$ cat config.mk
export PLATFORM = sky130hd
export DESIGN_NAME = vga_pixel_tx
export DESIGN_NICKNAME = d
export VERILOG_FILES = /design/src/rtl/vga_pixel_tx.sv
export SDC_FILE = /design/constraint.sdc
export NUM_CORES = 1
export LEC_CHECK = 0
export BUFFER_PORTS_ARGS = -buffer_cell sky130_fd_sc_hd__buf_2
export CAP_MARGIN = 20
export CORE_MARGIN = 3
export CORE_UTILIZATION = 35
export CTS_CLUSTER_SIZE = 40
export DETAILED_ROUTE_END_ITERATION = 8
export GPL_ROUTABILITY_DRIVEN = 0
export GPL_TIMING_DRIVEN = 0
export PLACE_DENSITY = 0.56
export SYNTH_ARGS = -nofsm -noshare
export SYNTH_HDL_FRONTEND = slang
export SYNTH_SLANG_ARGS = --single-unit
$ cat constraint.sdc
create_clock -name clk -period 4.9 [get_ports clk]
set_input_delay 0.735 -clock clk [delete_from_list [all_inputs] [get_ports clk]]
set_output_delay 0.735 -clock clk [all_outputs]
set_load 0.05 [all_outputs]
$ cat src/rtl/vga_pixel_tx.sv
// vga_pixel_tx -- VGA timing generator with a two-stage pixel pipeline.
//
// Free-running horizontal/vertical counters drive a combinational fetch
// request (stage 0). The upstream source returns the colour for a request
// one clock later. That colour is captured once (stage 2) alongside the
// sync/enable flags, which are delayed through two registered stages. This
// keeps the sync, de and colour outputs aligned to the same pixel.
//
// Optional feature macro: VGA_PIXEL_TX_TEST_PATTERN_EN
//   When defined, the pattern_en input is added. While pattern_en=1 the
//   output colour comes from 8 vertical colour bars of 128 px each, and
//   rgb_in is ignored.
//
// Ports
//   clk          in   pixel clock
//   rst_n        in   asynchronous active-low reset
//   pattern_en   in   colour-bar select (only with the macro)
//   req_valid    out  fetch request, high when the counter position is visible
//   req_x/req_y  out  requested column/row, 0 when not valid
//   rgb_in       in   {r,g,b} returned one clock after the request
//   hs, vs       out  horizontal/vertical sync (asserted level SYNC_ACTIVE)
//   de           out  display enable
//   r, g, b      out  pixel colour, 0 whenever de=0
//   frame_start  out  one-clock pulse with output pixel (0,0)
module vga_pixel_tx #(
  parameter int   H_ACTIVE    = 1024,
  parameter int   H_FP        = 24,
  parameter int   H_SYNC      = 136,
  parameter int   H_BP        = 160,
  parameter int   V_ACTIVE    = 768,
  parameter int   V_FP        = 3,
  parameter int   V_SYNC      = 6,
  parameter int   V_BP        = 29,
  parameter logic SYNC_ACTIVE = 1'b0
) (
  input  logic        clk,
  input  logic        rst_n,
`ifdef VGA_PIXEL_TX_TEST_PATTERN_EN
  input  logic        pattern_en,
`endif
  output logic        req_valid,
  output logic [10:0] req_x,
  output logic [9:0]  req_y,
  input  logic [11:0] rgb_in,
  output logic        hs,
  output logic        vs,
  output logic        de,
  output logic [3:0]  r,
  output logic [3:0]  g,
  output logic [3:0]  b,
  output logic        frame_start
);

  localparam int H_TOTAL = H_ACTIVE + H_FP + H_SYNC + H_BP;
  localparam int V_TOTAL = V_ACTIVE + V_FP + V_SYNC + V_BP;

  localparam logic [10:0] H_LAST   = 11'(H_TOTAL - 1);
  localparam logic [9:0]  V_LAST   = 10'(V_TOTAL - 1);
  localparam logic [10:0] H_VIS    = 11'(H_ACTIVE);
  localparam logic [9:0]  V_VIS    = 10'(V_ACTIVE);
  localparam logic [10:0] HS_BEGIN = 11'(H_ACTIVE + H_FP);
  localparam logic [10:0] HS_END   = 11'(H_ACTIVE + H_FP + H_SYNC);
  localparam logic [9:0]  VS_BEGIN = 10'(V_ACTIVE + V_FP);
  localparam logic [9:0]  VS_END   = 10'(V_ACTIVE + V_FP + V_SYNC);

  logic [10:0] hc_q, hc_d;
  logic [9:0]  vc_q, vc_d;

  // stage 0 (combinational)
  logic vis0, hs0, vs0, fs0;
  // stage 1
  logic hs1_q, vs1_q, de1_q, fs1_q;
  // stage 2 (drives the outputs)
  logic hs_q, vs_q, de_q, fs_q;
  logic [11:0] rgb_q, rgb_d;

  always_comb begin
    hc_d = hc_q + 11'd1;
    vc_d = vc_q;
    if (hc_q == H_LAST) begin
      hc_d = '0;
      vc_d = (vc_q == V_LAST) ? '0 : vc_q + 10'd1;
    end
  end

  always_ff @(posedge clk or negedge rst_n) begin
    if (!rst_n) begin
      hc_q <= '0;
      vc_q <= '0;
    end else begin
      hc_q <= hc_d;
      vc_q <= vc_d;
    end
  end

  always_comb begin
    vis0      = (hc_q < H_VIS) && (vc_q < V_VIS);
    hs0       = ((hc_q >= HS_BEGIN) && (hc_q < HS_END)) ? SYNC_ACTIVE : ~SYNC_ACTIVE;
    vs0       = ((vc_q >= VS_BEGIN) && (vc_q < VS_END)) ? SYNC_ACTIVE : ~SYNC_ACTIVE;
    fs0       = (hc_q == '0) && (vc_q == '0);
    req_valid = vis0;
    req_x     = vis0 ? hc_q : '0;
    req_y     = vis0 ? vc_q : '0;
  end

`ifdef VGA_PIXEL_TX_TEST_PATTERN_EN
  // Bar index travels with stage 1 so the pattern lines up with rgb_in timing.
  logic [2:0] bar1_q;

  always_ff @(posedge clk or negedge rst_n) begin
    if (!rst_n) bar1_q <= '0;
    else        bar1_q <= hc_q[9:7];
  end

  logic [11:0] bar_rgb;
  always_comb begin
    bar_rgb = 12'h000;
    case (bar1_q)
      3'd0: bar_rgb = 12'hFFF; // white
      3'd1: bar_rgb = 12'hFF0; // yellow
      3'd2: bar_rgb = 12'h0FF; // cyan
      3'd3: bar_rgb = 12'h0F0; // green
      3'd4: bar_rgb = 12'hF0F; // magenta
      3'd5: bar_rgb = 12'hF00; // red
      3'd6: bar_rgb = 12'h00F; // blue
      default: bar_rgb = 12'h000; // black
    endcase
  end

  always_comb begin
    rgb_d = 12'h000;
    if (de1_q) rgb_d = pattern_en ? bar_rgb : rgb_in;
  end
`else
  // Blanking is applied at capture so the output register already holds 0.
  always_comb begin
    rgb_d = de1_q ? rgb_in : 12'h000;
  end
`endif

  always_ff @(posedge clk or negedge rst_n) begin
    if (!rst_n) begin
      hs1_q <= ~SYNC_ACTIVE;
      vs1_q <= ~SYNC_ACTIVE;
      de1_q <= 1'b0;
      fs1_q <= 1'b0;
      hs_q  <= ~SYNC_ACTIVE;
      vs_q  <= ~SYNC_ACTIVE;
      de_q  <= 1'b0;
      fs_q  <= 1'b0;
      rgb_q <= '0;
    end else begin
      hs1_q <= hs0;
      vs1_q <= vs0;
      de1_q <= vis0;
      fs1_q <= fs0;
      hs_q  <= hs1_q;
      vs_q  <= vs1_q;
      de_q  <= de1_q;
      fs_q  <= fs1_q;
      rgb_q <= rgb_d;
    end
  end

  assign hs          = hs_q;
  assign vs          = vs_q;
  assign de          = de_q;
  assign frame_start = fs_q;
  assign r           = rgb_q[11:8];
  assign g           = rgb_q[7:4];
  assign b           = rgb_q[3:0];

endmodule

# After elaboration in Yosys (flattened, before gate mapping)
# Cells that the tools add are included.
# classes
addsub,2
magnitude_cmp,6
n_eq_ne,2
n_mux,7
reduce_logical,6
# ops
operator,n
11-bit < comparator (second input constant),2
11-bit 2-to-1 mux,2
10-bit < comparator (second input constant),2
10-bit 2-to-1 mux,2
12-bit 2-to-1 mux,1
11-bit by 1-bit adder with 11-bit output (second input constant),1
11-bit == test (second input constant),1
11-bit greater-or-equal comparator (second input constant),1
11-bit logical NOT,1
10-bit by 1-bit adder with 10-bit output (second input constant),1
10-bit == test (second input constant),1
10-bit greater-or-equal comparator (second input constant),1
10-bit logical NOT,1
1-bit logical AND,4
1-bit 2-to-1 mux,2
# totals
ff_bits,41
in_bits,14
output_inout_bits,38

# Logic depth before layout (Yosys ltp)
# Gate-level depths: netlist (run 1).
# logic_depth
depth_word,3
mapped_depth,6
depth_no_buf,6

# Worst setup path before layout (run 1)
# No wires, ideal clock.
# synth_path
kind,flip-flop to output port
from,reg vc_q[8]
to,out req_x[7]
t_arrival_ns,2.043
path_slack_ns,2.122
path_stages_with_launch,6
n_path_buf,2
cell_sequence,dfrtp_1 > and2_1 > clkbuf_1 > nor2_1 > clkbuf_1 > and2_1
# synth_via
elab_chain_cells,3
# synth_lines
element,line,rtl
start: declaration,67,"logic [9:0] vc_q, vc_d;"
start signal: assignment,92,vc_q <= vc_d;
10-bit < comparator,97,vis0 = (hc_q < H_VIS) && (vc_q < V_VIS);
1-bit logical AND,97,
named net req_valid,41,"output logic req_valid,"
11-bit 2-to-1 mux,102,req_x = vis0 ? hc_q : '0;
end: declaration,42,"output logic [10:0] req_x,"
# The timed path passes the listed nets, and every way through them passes these cells.

# Worst setup path in the final report (run 1)
# layout_path
from,reg vc_q[9]
to,out req_x[9]
# layout_via
elab_chain_cells,3
# layout_lines
element,line
10-bit < comparator,97
1-bit logical AND,97
11-bit 2-to-1 mux,102
# No other way between the ends.

==> impl_metrics.env, run 1 <==
export IMPL_final_cell_count_no_fill=317
export IMPL_synth_edf_count=0
export IMPL_maxCapViolCount=0
export IMPL_fin_crit_ns=3.15
export IMPL_synth_compound_area_share=0.0436
export IMPL_post_route_period_util=0.642
export IMPL_wl_met3_um=396
export IMPL_synth_xor_xnor_area_share=0.0523
export IMPL_synth_area_leader_cell="dfrtp_1"
export IMPL_synth_top_family_by_area="simple AND/OR/NAND/NOR gates"
export IMPL_io_buffers=50
export IMPL_root_buffer="clkbuf_8"
export IMPL_die_w_um=81.8
export IMPL_ioPinCount=52
export IMPL_grt_max_degree=42
export IMPL_hold_path_class="reg2reg"
export IMPL_yosys_warnings=0
export IMPL_synth_nets=209
export IMPL_initial_core_util=0.377
export IMPL_wl_met1_um=2030
export IMPL_synthArstFlopShare=1.00
export IMPL_worst_slack_ns=1.75
export IMPL_dr_wl_met2_um=1940
export IMPL_yosys_area_share_simple=0.301
export IMPL_synth_fa_ha_area_frac=0.0373
export IMPL_regMostFlops="rgb_q"
export IMPL_num_vias=1559
export IMPL_grt_antenna_before_repair=0
export IMPL_synth_main_ff_cell="dfrtp_1"
export IMPL_remaining_drc_errors=0
export IMPL_grt_use_total=0.145
export IMPL_nets=266
export IMPL_hold_viol=0
export IMPL_ys_ff_latch=41
export IMPL_postPlaceCellArea_mm2=0.00235
export IMPL_ant_nets=0
export IMPL_muxShareOfSynthArea=0.00498
export IMPL_chipHeight_um=81.8
export IMPL_core_mm2=0.00534
export IMPL_post_place_ws_ns=2.04
export IMPL_yosysTopAreaCellShare=0.460
export IMPL_ys_types=40
export IMPL_cp_end_kind="primary output"
export IMPL_rows=26
export IMPL_synth_area_leaders="dfrtp_1 (46%), and2_1 (9.0%), dfstp_2 (5.2%), ha_1 (3.7%), nand3_1 (3.7%)"
export IMPL_tritoncts="done"
export IMPL_hold_slack_ns=0.356
export IMPL_pwr_density_cell_mw_per_mm2=248
export IMPL_highest_signal_layer="met4"
export IMPL_dieArea_mm2=0.00669
export IMPL_wl_per_cell_um=14.0
export IMPL_seq_area_frac_synth=0.513
export IMPL_syn_area_mm2=0.00201
export IMPL_tns_ns=0
export IMPL_drt_total_wl_um=4450
export IMPL_max_slew_margin=0.401
export IMPL_path_max_fanout=11
export IMPL_power_leakage_nw=1.15
export IMPL_vias_per_cell=4.92
export IMPL_fin_skew_ns=0.0107
export IMPL_yosysMostFrequentCell="dfrtp_1"
export IMPL_hpwlAfterDp_um=3200
export IMPL_reg_top3="rgb_q x12, hc_q x11, vc_q x10"
export IMPL_vdd_ir_drop_max_uv=103
export IMPL_diodes=0
export IMPL_drtPass1Iterations=4
export IMPL_worst_pin_slew_ns=0.899
export IMPL_cp_start_kind="flop"
export IMPL_cts_buffer_depth=2
export IMPL_grt_pass1_wl_um=7370
export IMPL_arrival_ns=2.41
export IMPL_clkLatencyLatePin_ns=0.30
export IMPL_cts_buffers_inserted=5
export IMPL_postSynthAreaPerCell_um2=10.6
export IMPL_place_inst=309
export IMPL_largest_reg_flops=12
export IMPL_fmax_mhz=318
export IMPL_drt_iter0_drc=93
export IMPL_final_design_area_no_fill_mm2=0.00243
export IMPL_area_growth_pct=21.1
export IMPL_cts_sinks=41
export IMPL_final_layout_size_suffix_gt1_frac=0.324
export IMPL_grt_ovfl_total=0
export IMPL_finalSetupViolCount=0
export IMPL_cts_setup_buffers=0
export IMPL_hold_buffers=0
export IMPL_ys_top_cells_by_count="dfrtp_1 (37), and2_1 (29), nand3_1 (15)"
export IMPL_cts_repair_resize_count=0
export IMPL_status="complete, no violations"
export IMPL_crit_type="reg2out"
export IMPL_cp_data_required_time_ns=4.16
export IMPL_grt_setup_unrepaired="no"
export IMPL_slew_violations=0
export IMPL_path_clk_slew_ns=0.09
export IMPL_first_global_vias=1514
export IMPL_h_tree_depth=2
export IMPL_synthCells=189
power by group:
group,switching [mW],total [mW],internal (mW)
Combinational,0.0303,0.0404,0.0101
Clock,0.122,0.220,0.0984
Sequential,0.00101,0.344,0.343
cell type report:
type                    instances  area, um2
fillers                       541       2900
flip-flops and latches         41       1030
multi-input cells             130        887
repair buffers                 50        250
well taps                      70       87.6
plain buffers                  14       77.6
clock buffers                   5       68.8
clock inverters                 3       17.5
inverters                       4       15.0
cell usage in the layout (no fill, tap or decap), types with 2 or more instances in the layout:
cell / count
and2_2: 2
nor4_1: 5
nand4_1: 5
nand2_1: 4
clkinv_2: 2
o21ai_0: 3
and2_1: 29
xnor2_1: 7
dfrtp_1: 37
ha_1: 6
nand3_1: 15
clkbuf_1: 5
clkbuf_8: 5
dfstp_2: 4
nor2_1: 11
xor2_1: 5
a21oi_1: 6
inv_1: 4
or4_1: 3
buf_4: 3
nor3_1: 6
and3_1: 3
o31ai_1: 2
buf_2: 55
o21ai_1: 2
per-layer routing:
| layer | vias up | track usage |
|---|---|---|
| met5 | - | 0 |
| met2 | 55 | 0.236 |
| met3 | 7 | 0.0395 |
| met4 | 0 | 0.0498 |
| li1 | 766 | - |
| met1 | 731 | 0.186 |
worst paths after layout:
path	depth (start not counted)	endpoint	slack (ns)	from
min in group asynchronous	1	rgb_q[0]$_DFF_PN0_	0.56	rst_n
hold / removal	0	frame_start$_DFF_PN0_	0.36	fs1_q$_DFF_PN0_
setup reg to reg	5	vc_q[4]$_DFFE_PN0N_	2.96	hc_q[9]$_DFF_PN0_
setup / recovery	6	req_x[9]	1.75	vc_q[9]$_DFFE_PN0N_
max in group asynchronous	1	hc_q[2]$_DFF_PN0_	3.77	rst_n
hold reg to reg	0	frame_start$_DFF_PN0_	0.36	fs1_q$_DFF_PN0_
cell families after synthesis:
family | count (synthesis)
adders and majority gates | 6
DFF | 41
buffers and inverters | 18
AOI/OAI and AO/OA | 15
xor gates and xnor gates | 12
and+or+nand+nor | 95
muxes | 1
other | 1
worst max-delay path: stages (launching register included):
cell,delay [ns]
dfrtp_1,0.47
and2_1,0.17
clkbuf_1,0.21
nor2_1,0.42
clkbuf_1,0.38
and2_2,0.20
buf_2,0.26
metrics by stage:
stage	power, mW	util
finish	0.604	0.456
CTS	0.614	0.456
global placement	0.392	0.440
floorplan	0.375	-
detailed placement	0.392	0.440
global route	0.627	0.456
Power figures use the tool's default switching activity.
==> run 2, diff against run 1 <==
--- a/config.mk
+++ b/config.mk
@@ -13,7 +13,7 @@
 export DETAILED_ROUTE_END_ITERATION = 8
 export GPL_ROUTABILITY_DRIVEN = 0
 export GPL_TIMING_DRIVEN = 0
-export PLACE_DENSITY = 0.56
+export PLACE_DENSITY = 0.58
 export SYNTH_ARGS = -nofsm -noshare
 export SYNTH_HDL_FRONTEND = slang
 export SYNTH_SLANG_ARGS = --single-unit
==> constraint.sdc (replaced) <==
create_clock -name clk -period 2.6 [get_ports clk]
set_input_delay 0.39 -clock clk [delete_from_list [all_inputs] [get_ports clk]]
set_output_delay 0.39 -clock clk [all_outputs]
set_load 0.05 [all_outputs]
==> run 2 against run 1 <==
Against the previous run: setup slack worse by 1.6 ns; largest power group unchanged; sequential power is 88% higher; routed wire length is 4.8% lower; clock skew is 0.00088 ns lower; critical endpoint unchanged; final cell count stayed put; non-clock buffer count stayed put; global-route usage is 1.2 points lower.
==> impl_metrics.env, run 2 (synthesized netlist as in run 1, its figures left out) <==
export IMPL_dieArea_mm2=0.00669
export IMPL_slew_violations=0
export IMPL_io_buffers=50
export IMPL_grt_antenna_before_repair=0
export IMPL_clkLatencyLatePin_ns=0.29
export IMPL_remaining_drc_errors=0
export IMPL_place_inst=309
export IMPL_path_max_fanout=11
export IMPL_fmax_mhz=412
export IMPL_reg_top3="rgb_q x12, hc_q x11, vc_q x10"
export IMPL_ant_nets=0
export IMPL_most_common_layout_cells="buf_2 (55), dfrtp_1 (37), and2_1 (29)"
export IMPL_root_buffer="clkbuf_8"
export IMPL_largest_reg_flops=12
export IMPL_wl_per_cell_um=13.4
export IMPL_grt_pass1_wl_um=6820
export IMPL_drt_iter0_drc=80
export IMPL_grt_use_total=0.134
export IMPL_cts_setup_buffers=0
export IMPL_status="complete, no violations"
export IMPL_regMostFlops="rgb_q"
export IMPL_worst_pin_slew_ns=0.901
export IMPL_nets=266
export IMPL_p_total_mw=1.34
export IMPL_rows=26
export IMPL_path_clk_slew_ns=0.09
export IMPL_cp_end_kind="primary output"
export IMPL_die_w_um=81.8
export IMPL_chipHeight_um=81.8
export IMPL_final_cell_count_no_fill=317
export IMPL_cts_repair_resize_count=2
export IMPL_ioPinCount=52
export IMPL_cp_data_required_time_ns=2.21
export IMPL_h_tree_depth=2
export IMPL_first_global_vias=1415
export IMPL_max_slew_margin=0.399
export IMPL_grt_ovfl_total=0
export IMPL_initial_core_util=0.377
export IMPL_fin_skew_ns=0.00980
export IMPL_finalSetupViolCount=0
export IMPL_tns_ns=0
export IMPL_arrival_ns=2.04
export IMPL_fill_cells=505
export IMPL_drt_total_wl_um=4240
export IMPL_hold_path_class="in2async"
export IMPL_grt_setup_unrepaired="no"
export IMPL_hold_viol=0
export IMPL_crit_type="reg2out"
export IMPL_core_mm2=0.00534
export IMPL_crit_path_max_incr_delay_ns=0.44
export IMPL_final_common_cell="buf_2"
export IMPL_fin_crit_ns=2.43
export IMPL_hpwlAfterDp_um=3050
export IMPL_cts_sinks=41
export IMPL_post_route_period_util=0.934
export IMPL_tritoncts="done"
export IMPL_maxCapViolCount=0
export IMPL_diodes=0
export IMPL_area_growth_pct=23.8
export IMPL_cp_start_kind="flop"
export IMPL_drtPass1Iterations=4
export IMPL_grt_max_degree=42
export IMPL_path_cells="and2_1 -> clkbuf_1 -> nor2_2 -> clkbuf_2 -> and2_2 -> buf_2"
export IMPL_crit_slowest_cell="dfrtp_1"
export IMPL_power_leakage_nw=1.18
export IMPL_final_util=0.467
export IMPL_hold_buffers=0
export IMPL_cts_buffers_inserted=5
export IMPL_vdd_ir_drop_max_uv=254
export IMPL_cts_buffer_depth=2
export IMPL_pwr_density_cell_mw_per_mm2=539
export IMPL_final_layout_size_suffix_gt1_frac=0.332
export IMPL_num_vias=1535
export IMPL_vias_per_cell=4.84
==> run 2: final timing paths <==
kind / from / end / slack, ns / depth (start not counted)
max reg2reg: hc_q[7]$_DFF_PN0_ / vc_q[4]$_DFFE_PN0N_ / 0.65 / 5
min reg2reg: fs1_q$_DFF_PN0_ / frame_start$_DFF_PN0_ / 0.35 / 0
max: vc_q[8]$_DFFE_PN0N_ / req_x[9] / 0.17 / 6
max in group asynchronous: rst_n / vc_q[9]$_DFFE_PN0N_ / 1.81 / 1
min: rst_n / hc_q[5]$_DFF_PN0_ / 0.22 / 1
min in group clk: rgb_in[7] / rgb_q[7]$_DFF_PN0_ / 0.30 / 2
==> run 2: cell type report <==
class / instances / area (um2) / area share
buffer: 14 / 78.8 / 0.0317
sequential: 41 / 1030 / 0.414
timing repair buffer: 50 / 250 / 0.101
clock buffer: 5 / 68.8 / 0.0276
inverter: 4 / 15.0 / 0.00603
multi-input combinational: 130 / 890 / 0.357
clock inverter: 3 / 68.8 / 0.0276
tap: 70 / 87.6 / 0.0352
==> run 2: worst max-delay path, delay by kind of cell (launching register included) <==
family                 cells  cell delay (ns)
and+or+nand+nor            3             0.60
buffers and inverters      3             0.70
DFF                        1             0.44
==> run 2: routing by layer <==
metal	vias to the layer above	global-route usage	wire, um
met5	-	0	0
met4	0	0.0532	53
met3	6	0.0395	358
met2	61	0.203	1850
met1	710	0.178	1970
li1	758	-	-
==> run 2: stage by stage <==
step,hold WS (ns),cell area [um2],setup WS (ns)
floorplan,0.0944,2010,0.167
global placement,0.332,2350,0.257
detailed placement,0.336,2350,0.214
CTS,0.250,2490,0.116
global route,0.298,2490,0.0105
finish,0.216,2490,0.171
==> run 2: power breakdown <==
part	total [mW]	internal, mW	leakage [nW]	switching, mW
Sequential	0.648	0.647	0.506	0.00173
Combinational	0.0762	0.0190	0.605	0.0573
Clock	0.619	0.387	0.0687	0.232
Total	1.34	1.05	1.18	0.291
